File: src/rtl/harmonic_sequencer.sv
// harmonic_sequencer: shares one CORDIC sine x amplitude unit across HARMONIC
// harmonics. Each sample tick advances the fundamental phase, issues angle
// (k+1)*phase and amp[k] for k = 0..HARMONIC-1, sums the returned products
// and emits the scaled sum as one DAC sample with a valid pulse.
//
// Optional build macro: HARMONIC_SKIP_ZERO_EN
//   defined   -> harmonics whose amplitude is zero are not sent to the shared
//                unit; each one costs a single cycle instead of a round trip.
//   undefined -> every harmonic is issued, so sample latency is fixed.
//
// state | meaning
// IDLE  | waiting for sample_tick_i, busy_o low
// ISSUE | present angle/amplitude of harmonic k to the shared unit
// WAIT  | waiting for the shared unit's result for harmonic k
// DONE  | publish the scaled sum and pulse sample_valid_o

module harmonic_sequencer #(
  parameter int WIDTH    = 24,
  parameter int HARMONIC = 16,
  parameter int LOG2H    = $clog2(HARMONIC)
) (
  input  logic             clk,
  input  logic             reset_n,
  input  logic             sample_tick_i,
  input  logic [WIDTH-1:0] phase_inc_i,
  input  logic             amp_we_i,
  input  logic [LOG2H-1:0] amp_addr_i,
  input  logic [WIDTH-1:0] amp_data_i,
  output logic             cordic_send_o,
  output logic [WIDTH-1:0] cordic_angle_o,
  output logic [WIDTH-1:0] cordic_amp_o,
  input  logic             cordic_valid_i,
  input  logic [WIDTH-1:0] cordic_result_i,
  output logic [WIDTH-1:0] sound_dac_o,
  output logic             sample_valid_o,
  output logic             busy_o,
  output logic             overrun_o
);

  localparam int ACC_W = WIDTH + LOG2H;

  typedef enum logic [1:0] {
    S_IDLE  = 2'd0,
    S_ISSUE = 2'd1,
    S_WAIT  = 2'd2,
    S_DONE  = 2'd3
  } state_t;

  state_t                   state_q, state_d;
  logic [WIDTH-1:0]         phase_acc_q, phase_acc_d;
  logic [WIDTH-1:0]         phase_q, phase_d;
  logic [WIDTH-1:0]         h_angle_q, h_angle_d;
  logic [LOG2H-1:0]         k_q, k_d;
  logic signed [ACC_W-1:0]  acc_q, acc_d;
  logic [WIDTH-1:0]         amp_hold_q, amp_hold_d;
  logic [WIDTH-1:0]         dac_q, dac_d;
  logic                     valid_q, valid_d;
  logic                     overrun_q, overrun_d;
  logic [WIDTH-1:0]         amp_q [HARMONIC];
  logic [WIDTH-1:0]         amp_d [HARMONIC];

  logic [WIDTH-1:0]         cur_amp;
  logic                     k_last;
  logic                     send_c;
`ifdef HARMONIC_SKIP_ZERO_EN
  logic                     amp_zero;
`endif

  assign cur_amp = amp_q[k_q];
  assign k_last  = (k_q == LOG2H'(HARMONIC - 1));
`ifdef HARMONIC_SKIP_ZERO_EN
  assign amp_zero = (cur_amp == '0);
`endif

  // Amplitude table write port; a write lands one cycle after the strobe.
  always_comb begin
    amp_d = amp_q;
    if (amp_we_i) begin
      amp_d[amp_addr_i] = amp_data_i;
    end
  end

  // Amplitude table registers.
  always_ff @(posedge clk or negedge reset_n) begin
    if (!reset_n) begin
      for (int i = 0; i < HARMONIC; i++) begin
        amp_q[i] <= '0;
      end
    end else begin
      for (int i = 0; i < HARMONIC; i++) begin
        amp_q[i] <= amp_d[i];
      end
    end
  end

  // Next-state and datapath updates for the sequencing FSM.
  always_comb begin
    state_d     = state_q;
    phase_acc_d = phase_acc_q;
    phase_d     = phase_q;
    h_angle_d   = h_angle_q;
    k_d         = k_q;
    acc_d       = acc_q;
    amp_hold_d  = amp_hold_q;
    dac_d       = dac_q;
    valid_d     = 1'b0;
    overrun_d   = overrun_q;
    send_c      = 1'b0;

    // A tick while a sample is in flight (DONE included) is dropped and
    // flagged; the flag is sticky until reset.
    if (sample_tick_i && (state_q != S_IDLE)) begin
      overrun_d = 1'b1;
    end

    case (state_q)
      S_IDLE: begin
        if (sample_tick_i) begin
          phase_d     = phase_acc_q;
          phase_acc_d = phase_acc_q + phase_inc_i;
          h_angle_d   = phase_acc_q;
          k_d         = '0;
          acc_d       = '0;
          state_d     = S_ISSUE;
        end
      end

      S_ISSUE: begin
`ifdef HARMONIC_SKIP_ZERO_EN
        if (amp_zero) begin
          // Silent harmonic: skip the round trip, contribute nothing.
          if (k_last) begin
            state_d = S_DONE;
          end else begin
            k_d       = k_q + LOG2H'(1);
            h_angle_d = h_angle_q + phase_q;
          end
        end else begin
          send_c     = 1'b1;
          amp_hold_d = cur_amp;
          state_d    = S_WAIT;
        end
`else
        send_c     = 1'b1;
        amp_hold_d = cur_amp;
        state_d    = S_WAIT;
`endif
      end

      S_WAIT: begin
        // Results outside WAIT (e.g. stale ones after a reset) never reach here.
        if (cordic_valid_i) begin
          acc_d = acc_q + ACC_W'(signed'(cordic_result_i));
          if (k_last) begin
            state_d = S_DONE;
          end else begin
            k_d       = k_q + LOG2H'(1);
            h_angle_d = h_angle_q + phase_q;
            state_d   = S_ISSUE;
          end
        end
      end

      S_DONE: begin
        // Dividing by HARMONIC brings the guard-bit sum back to sample range.
        dac_d   = WIDTH'(acc_q >>> LOG2H);
        valid_d = 1'b1;
        state_d = S_IDLE;
      end

      default: begin
        state_d = S_IDLE;
      end
    endcase
  end

  // FSM state and datapath registers.
  always_ff @(posedge clk or negedge reset_n) begin
    if (!reset_n) begin
      state_q     <= S_IDLE;
      phase_acc_q <= '0;
      phase_q     <= '0;
      h_angle_q   <= '0;
      k_q         <= '0;
      acc_q       <= '0;
      amp_hold_q  <= '0;
      dac_q       <= '0;
      valid_q     <= 1'b0;
      overrun_q   <= 1'b0;
    end else begin
      state_q     <= state_d;
      phase_acc_q <= phase_acc_d;
      phase_q     <= phase_d;
      h_angle_q   <= h_angle_d;
      k_q         <= k_d;
      acc_q       <= acc_d;
      amp_hold_q  <= amp_hold_d;
      dac_q       <= dac_d;
      valid_q     <= valid_d;
      overrun_q   <= overrun_d;
    end
  end

  // h_angle_q only moves on the way into ISSUE, so it already holds the angle
  // until the next issue. The amplitude is read from the table during ISSUE
  // (a same-cycle write is not yet visible) and held afterwards.
  always_comb begin
    cordic_send_o  = send_c;
    cordic_angle_o = h_angle_q;
    cordic_amp_o   = (state_q == S_ISSUE) ? cur_amp : amp_hold_q;
    sound_dac_o    = dac_q;
    sample_valid_o = valid_q;
    busy_o         = (state_q != S_IDLE);
    overrun_o      = overrun_q;
  end

endmodule

File: config.mk
export PLATFORM = sky130hd
export DESIGN_NAME = harmonic_sequencer
export DESIGN_NICKNAME = d
export VERILOG_FILES = /design/src/rtl/harmonic_sequencer.sv
export SDC_FILE = /design/constraint.sdc
export NUM_CORES = 1
export LEC_CHECK = 0
export BUFFER_PORTS_ARGS = -buffer_cell sky130_fd_sc_hd__buf_2
export CAP_MARGIN = 40
export CORE_MARGIN = 8
export CORE_UTILIZATION = 55
export CTS_CLUSTER_SIZE = 8
export DETAILED_ROUTE_END_ITERATION = 8
export GPL_TIMING_DRIVEN = 1
export PLACE_DENSITY = 0.76
export SLEW_MARGIN = 20
export SYNTH_ARGS = -nofsm -noshare
export SYNTH_HDL_FRONTEND = slang
export SYNTH_SLANG_ARGS = --single-unit
File: constraint.sdc
create_clock -name clk -period 3 [get_ports clk]
set_input_delay 0.3 -clock clk [delete_from_list [all_inputs] [get_ports clk]]
set_output_delay 0.3 -clock clk [all_outputs]
set_load 0.05 [all_outputs]
==> results.md <==
- Arr. time, crit path: 2.98 ns
- CP Cell Sequence: buf_12 > buf_16 > mux4_2 > mux4_2 > mux2_2 > buf_2
- Most frequent cells in the layout: dfrtp_1 (537), mux2_2 (418), nand2_1 (186)
- Minimum clock period after layout: 3.28 ns
- Clock sink total: 540
- R2r startpoint: acc_q[0]$_DFFE_PN0P_
- Launch point of the worst path: k_q[0]$_DFFE_PN0P_
- CP peak stage delay: 0.54 ns
- Port bufs: 156
- Core area: 47500 um^2
- CTS tree: built
- Hold WS: 0.0455 ns
- H-tree lvl count: 3
- Post-DRT Antenna Nets: 0
- Final setup fails: 25
- Post-Route WL: 65000 um
- Post-layout instance area: 31000 um^2
- Final count of hold timing violations: 0
- FILL cells: 3321
- Max-cap viol count: 0
- End-of-flow core utilization: 65.1%
- Die W: 235 um
- Top Family by Delay on Critical Path: multiplexers
- Flops & latches, synth: 540
- Worst Max-Slew Pin Slew: 0.679 ns
- # rows: 80
- Slowest-stage cell, CP: mux4_2
- Setup TNS: -4.83 ns
- Nets: 2352
- Type of origin of the critical path: flip-flop
- Initial drt markers: 1286
- I/O Pins: 157
- Final worst-path cycle share: 109%
- Min-delay src: phase_inc_i[0]
- Max-slew headroom: 54.7%
- Sequential cell area fraction in the yosys report: 51.3%
- Residual DRC: 0
- Vias in the first global route: 18739
- Post-route insts no fill: 2822
- Initial antenna violation count: 6
- Via density: 6.13
- Mapped Area: 26300 um^2
- Tot Pwr: 32.4 mW
- 1st-pass router iterations: 5
- Clock transition at path regs: 0.05 ns
- Post-synthesis async set-or-reset flop share: 100%
- Worst VDD drop: 0.737 mV
- Most frequently used flop master after synthesis: dfrtp_1
- Critical Path Fanout Max: 15
- Area Growth Syn to Fin: 17.6%
- PwrDens: 1050 nW/um^2
- Ys Warns: 0
- Die height: 235 um
- Clock Tree Root: clkbuf_16
- DP Area: 28300 um^2
- TritonCTS buffer count: 77
- Violated checks: negative setup slack
- Drt wl/cell: 23.0 um
- Largest net degree at the start of global routing: 78
- RSZ-0062 raised after global routing: yes
- Clk buf depth: 3
- Placed cells: 2707
- CP Class: flip-flop to primary output
- Syn_area_per_cell: 13.3 um^2
- Mapped Nets: 2143
- Fin Clk Skew: 0.0154 ns
- Layout cells sized above 1: 42.2%
- Global route total overflow: 0
- Status: finished with violations
- Synth unique cells: 55
- Syn Inst Count: 1985
- Dpl hpwl: 40000 um
- Buf/Inv on CP: 3
- DP Worst Slack: -0.201 ns
- Final worst setup slack: -0.275 ns
- P_leak: 13.9 nW
- First-pass GRT wire length: 105000 um
- Pins Over Slew Limit: 0
- Worst Hold Class: input port to flip-flop
- WP data required: 2.70 ns
- CP dominant cell by count: mux4_2
- Vias: 17295
- Final GP Congestion: 0.881
- Critical path endpoint category: primary output
- Initial core utilization: 55.4%
- Max Fclk: 305 MHz
- Clk_lat worst skew: 0.60 ns
- Die area: 55100 um^2
- Tot GR Track Use: 23.7%
- EDFF count, synth: 0
- Commonest non-fill, non-tap cell in the layout: dfrtp_1
sequential cells by signal, indices dropped and copies added (netlist names):
| signal | flops |
|---|---|
| state_q | 2 |
| amp_hold_q | 24 |
| phase_acc_q | 24 |
| acc_q | 28 |
| k_q | 4 |
| overrun_o | 1 |
| sample_valid_o | 1 |
| cordic_angle_o | 24 |
| sound_dac_o | 24 |
| amp_q | 384 |
| phase_q | 24 |
metal layers:
| layer | track usage (%) | vias up | part of all wire (%) |
|---|---|---|---|
| li1 | - | 7679 | - |
| met1 | 29.4 | 8970 | 40 |
| met2 | 40.6 | 483 | 51 |
| met3 | 4.94 | 157 | 5.2 |
| met4 | 8.80 | 6 | 3.3 |
| met5 | 0 | - | 0.062 |
worst paths after layout:
check                                         endpoint  slack [ns]  depth (start not counted)
setup / recovery                       cordic_amp_o[4]       -0.28                          6
hold / removal              phase_acc_q[0]$_DFFE_PN0P_        0.05                          4
setup reg to reg                 acc_q[26]$_DFFE_PN0P_       -0.04                         11
hold reg to reg                  overrun_o$_DFFE_PN0P_        0.45                          1
max in group asynchronous       amp_q[130]$_DFFE_PN0P_        1.81                          3
min in group asynchronous  sound_dac_o[11]$_DFFE_PN0P_        0.29                          2
worst reg2reg max path, cell delays in order (launching register included):
cell       delay, ns
dfrtp_1         0.39
ha_2            0.19
fa_2            0.37
a211oi_2        0.25
o21bai_2        0.11
a31o_4          0.27
a2111oi_4       0.32
nor4_1          0.09
or4_1           0.56
a21oi_2         0.15
xor2_1          0.15
o21ai_1         0.07
final cells by class:
cell class	count	area [um^2]	area share, %
multi-input combinational	1308	12500	40.4
sequential	540	13500	43.7
timing repair buffer	251	1990	6.43
antenna	3	7.51	0.0243
inverter	16	60.1	0.194
tap	615	769	2.49
clock inverter	5	95.1	0.307
clock buffer	84	2010	6.48
cell usage after synthesis, drive strengths merged (6+ instances only):
cell	number	share of area [%]
a211oi	12	0.36
a21o	29	0.83
a21oi	77	1.5
a22oi	7	0.20
a31oi	12	0.29
and2	6	0.14
and3	7	0.17
buf	13	0.19
clkbuf	108	1.5
dfrtp	540	51
ha	74	3.5
inv	16	0.23
mux2	432	18
mux4	120	10
nand2	187	2.7
nand2b	8	0.19
nand3	14	0.27
nand4	9	0.21
nor2	60	0.86
nor2b	8	0.19
nor3	16	0.30
o21ai	96	1.8
o21bai	12	0.34
xnor2	35	1.2
xor2	29	0.96
report_power, final:
part           total (mW)  internal [mW]  switching [mW]
clock network        7.75           4.69            3.06
registers            10.8           9.45            1.36
logic                13.8           6.39            7.46
repair_timing:
action / 4_1_cts / 5_1_grt
endpoints found under the setup margin: 27 / 39
setup buffers: 14 / 4
hold endpoints to repair: 70 / 0
gates cloned: 1 / 2
gates resized for setup: 50 / 27
pin swaps: 5 / 5
hold buffers: 2 / 0
logic make-up (layout without fill, tap and decap cells):
family / Yosys count / in the layout / share of synthesized area [%]
buf+inv: 137 / 356 / 1.96
fa+ha+maj: 77 / 77 / 3.74
compound gates: 282 / 282 / 6.60
simple gates: 331 / 331 / 5.43
other cells: 0 / 3 / 0
flops: 540 / 540 / 51.3
xor+xnor: 64 / 64 / 2.13
mux: 554 / 554 / 28.8
Power figures use the tool's default switching activity.
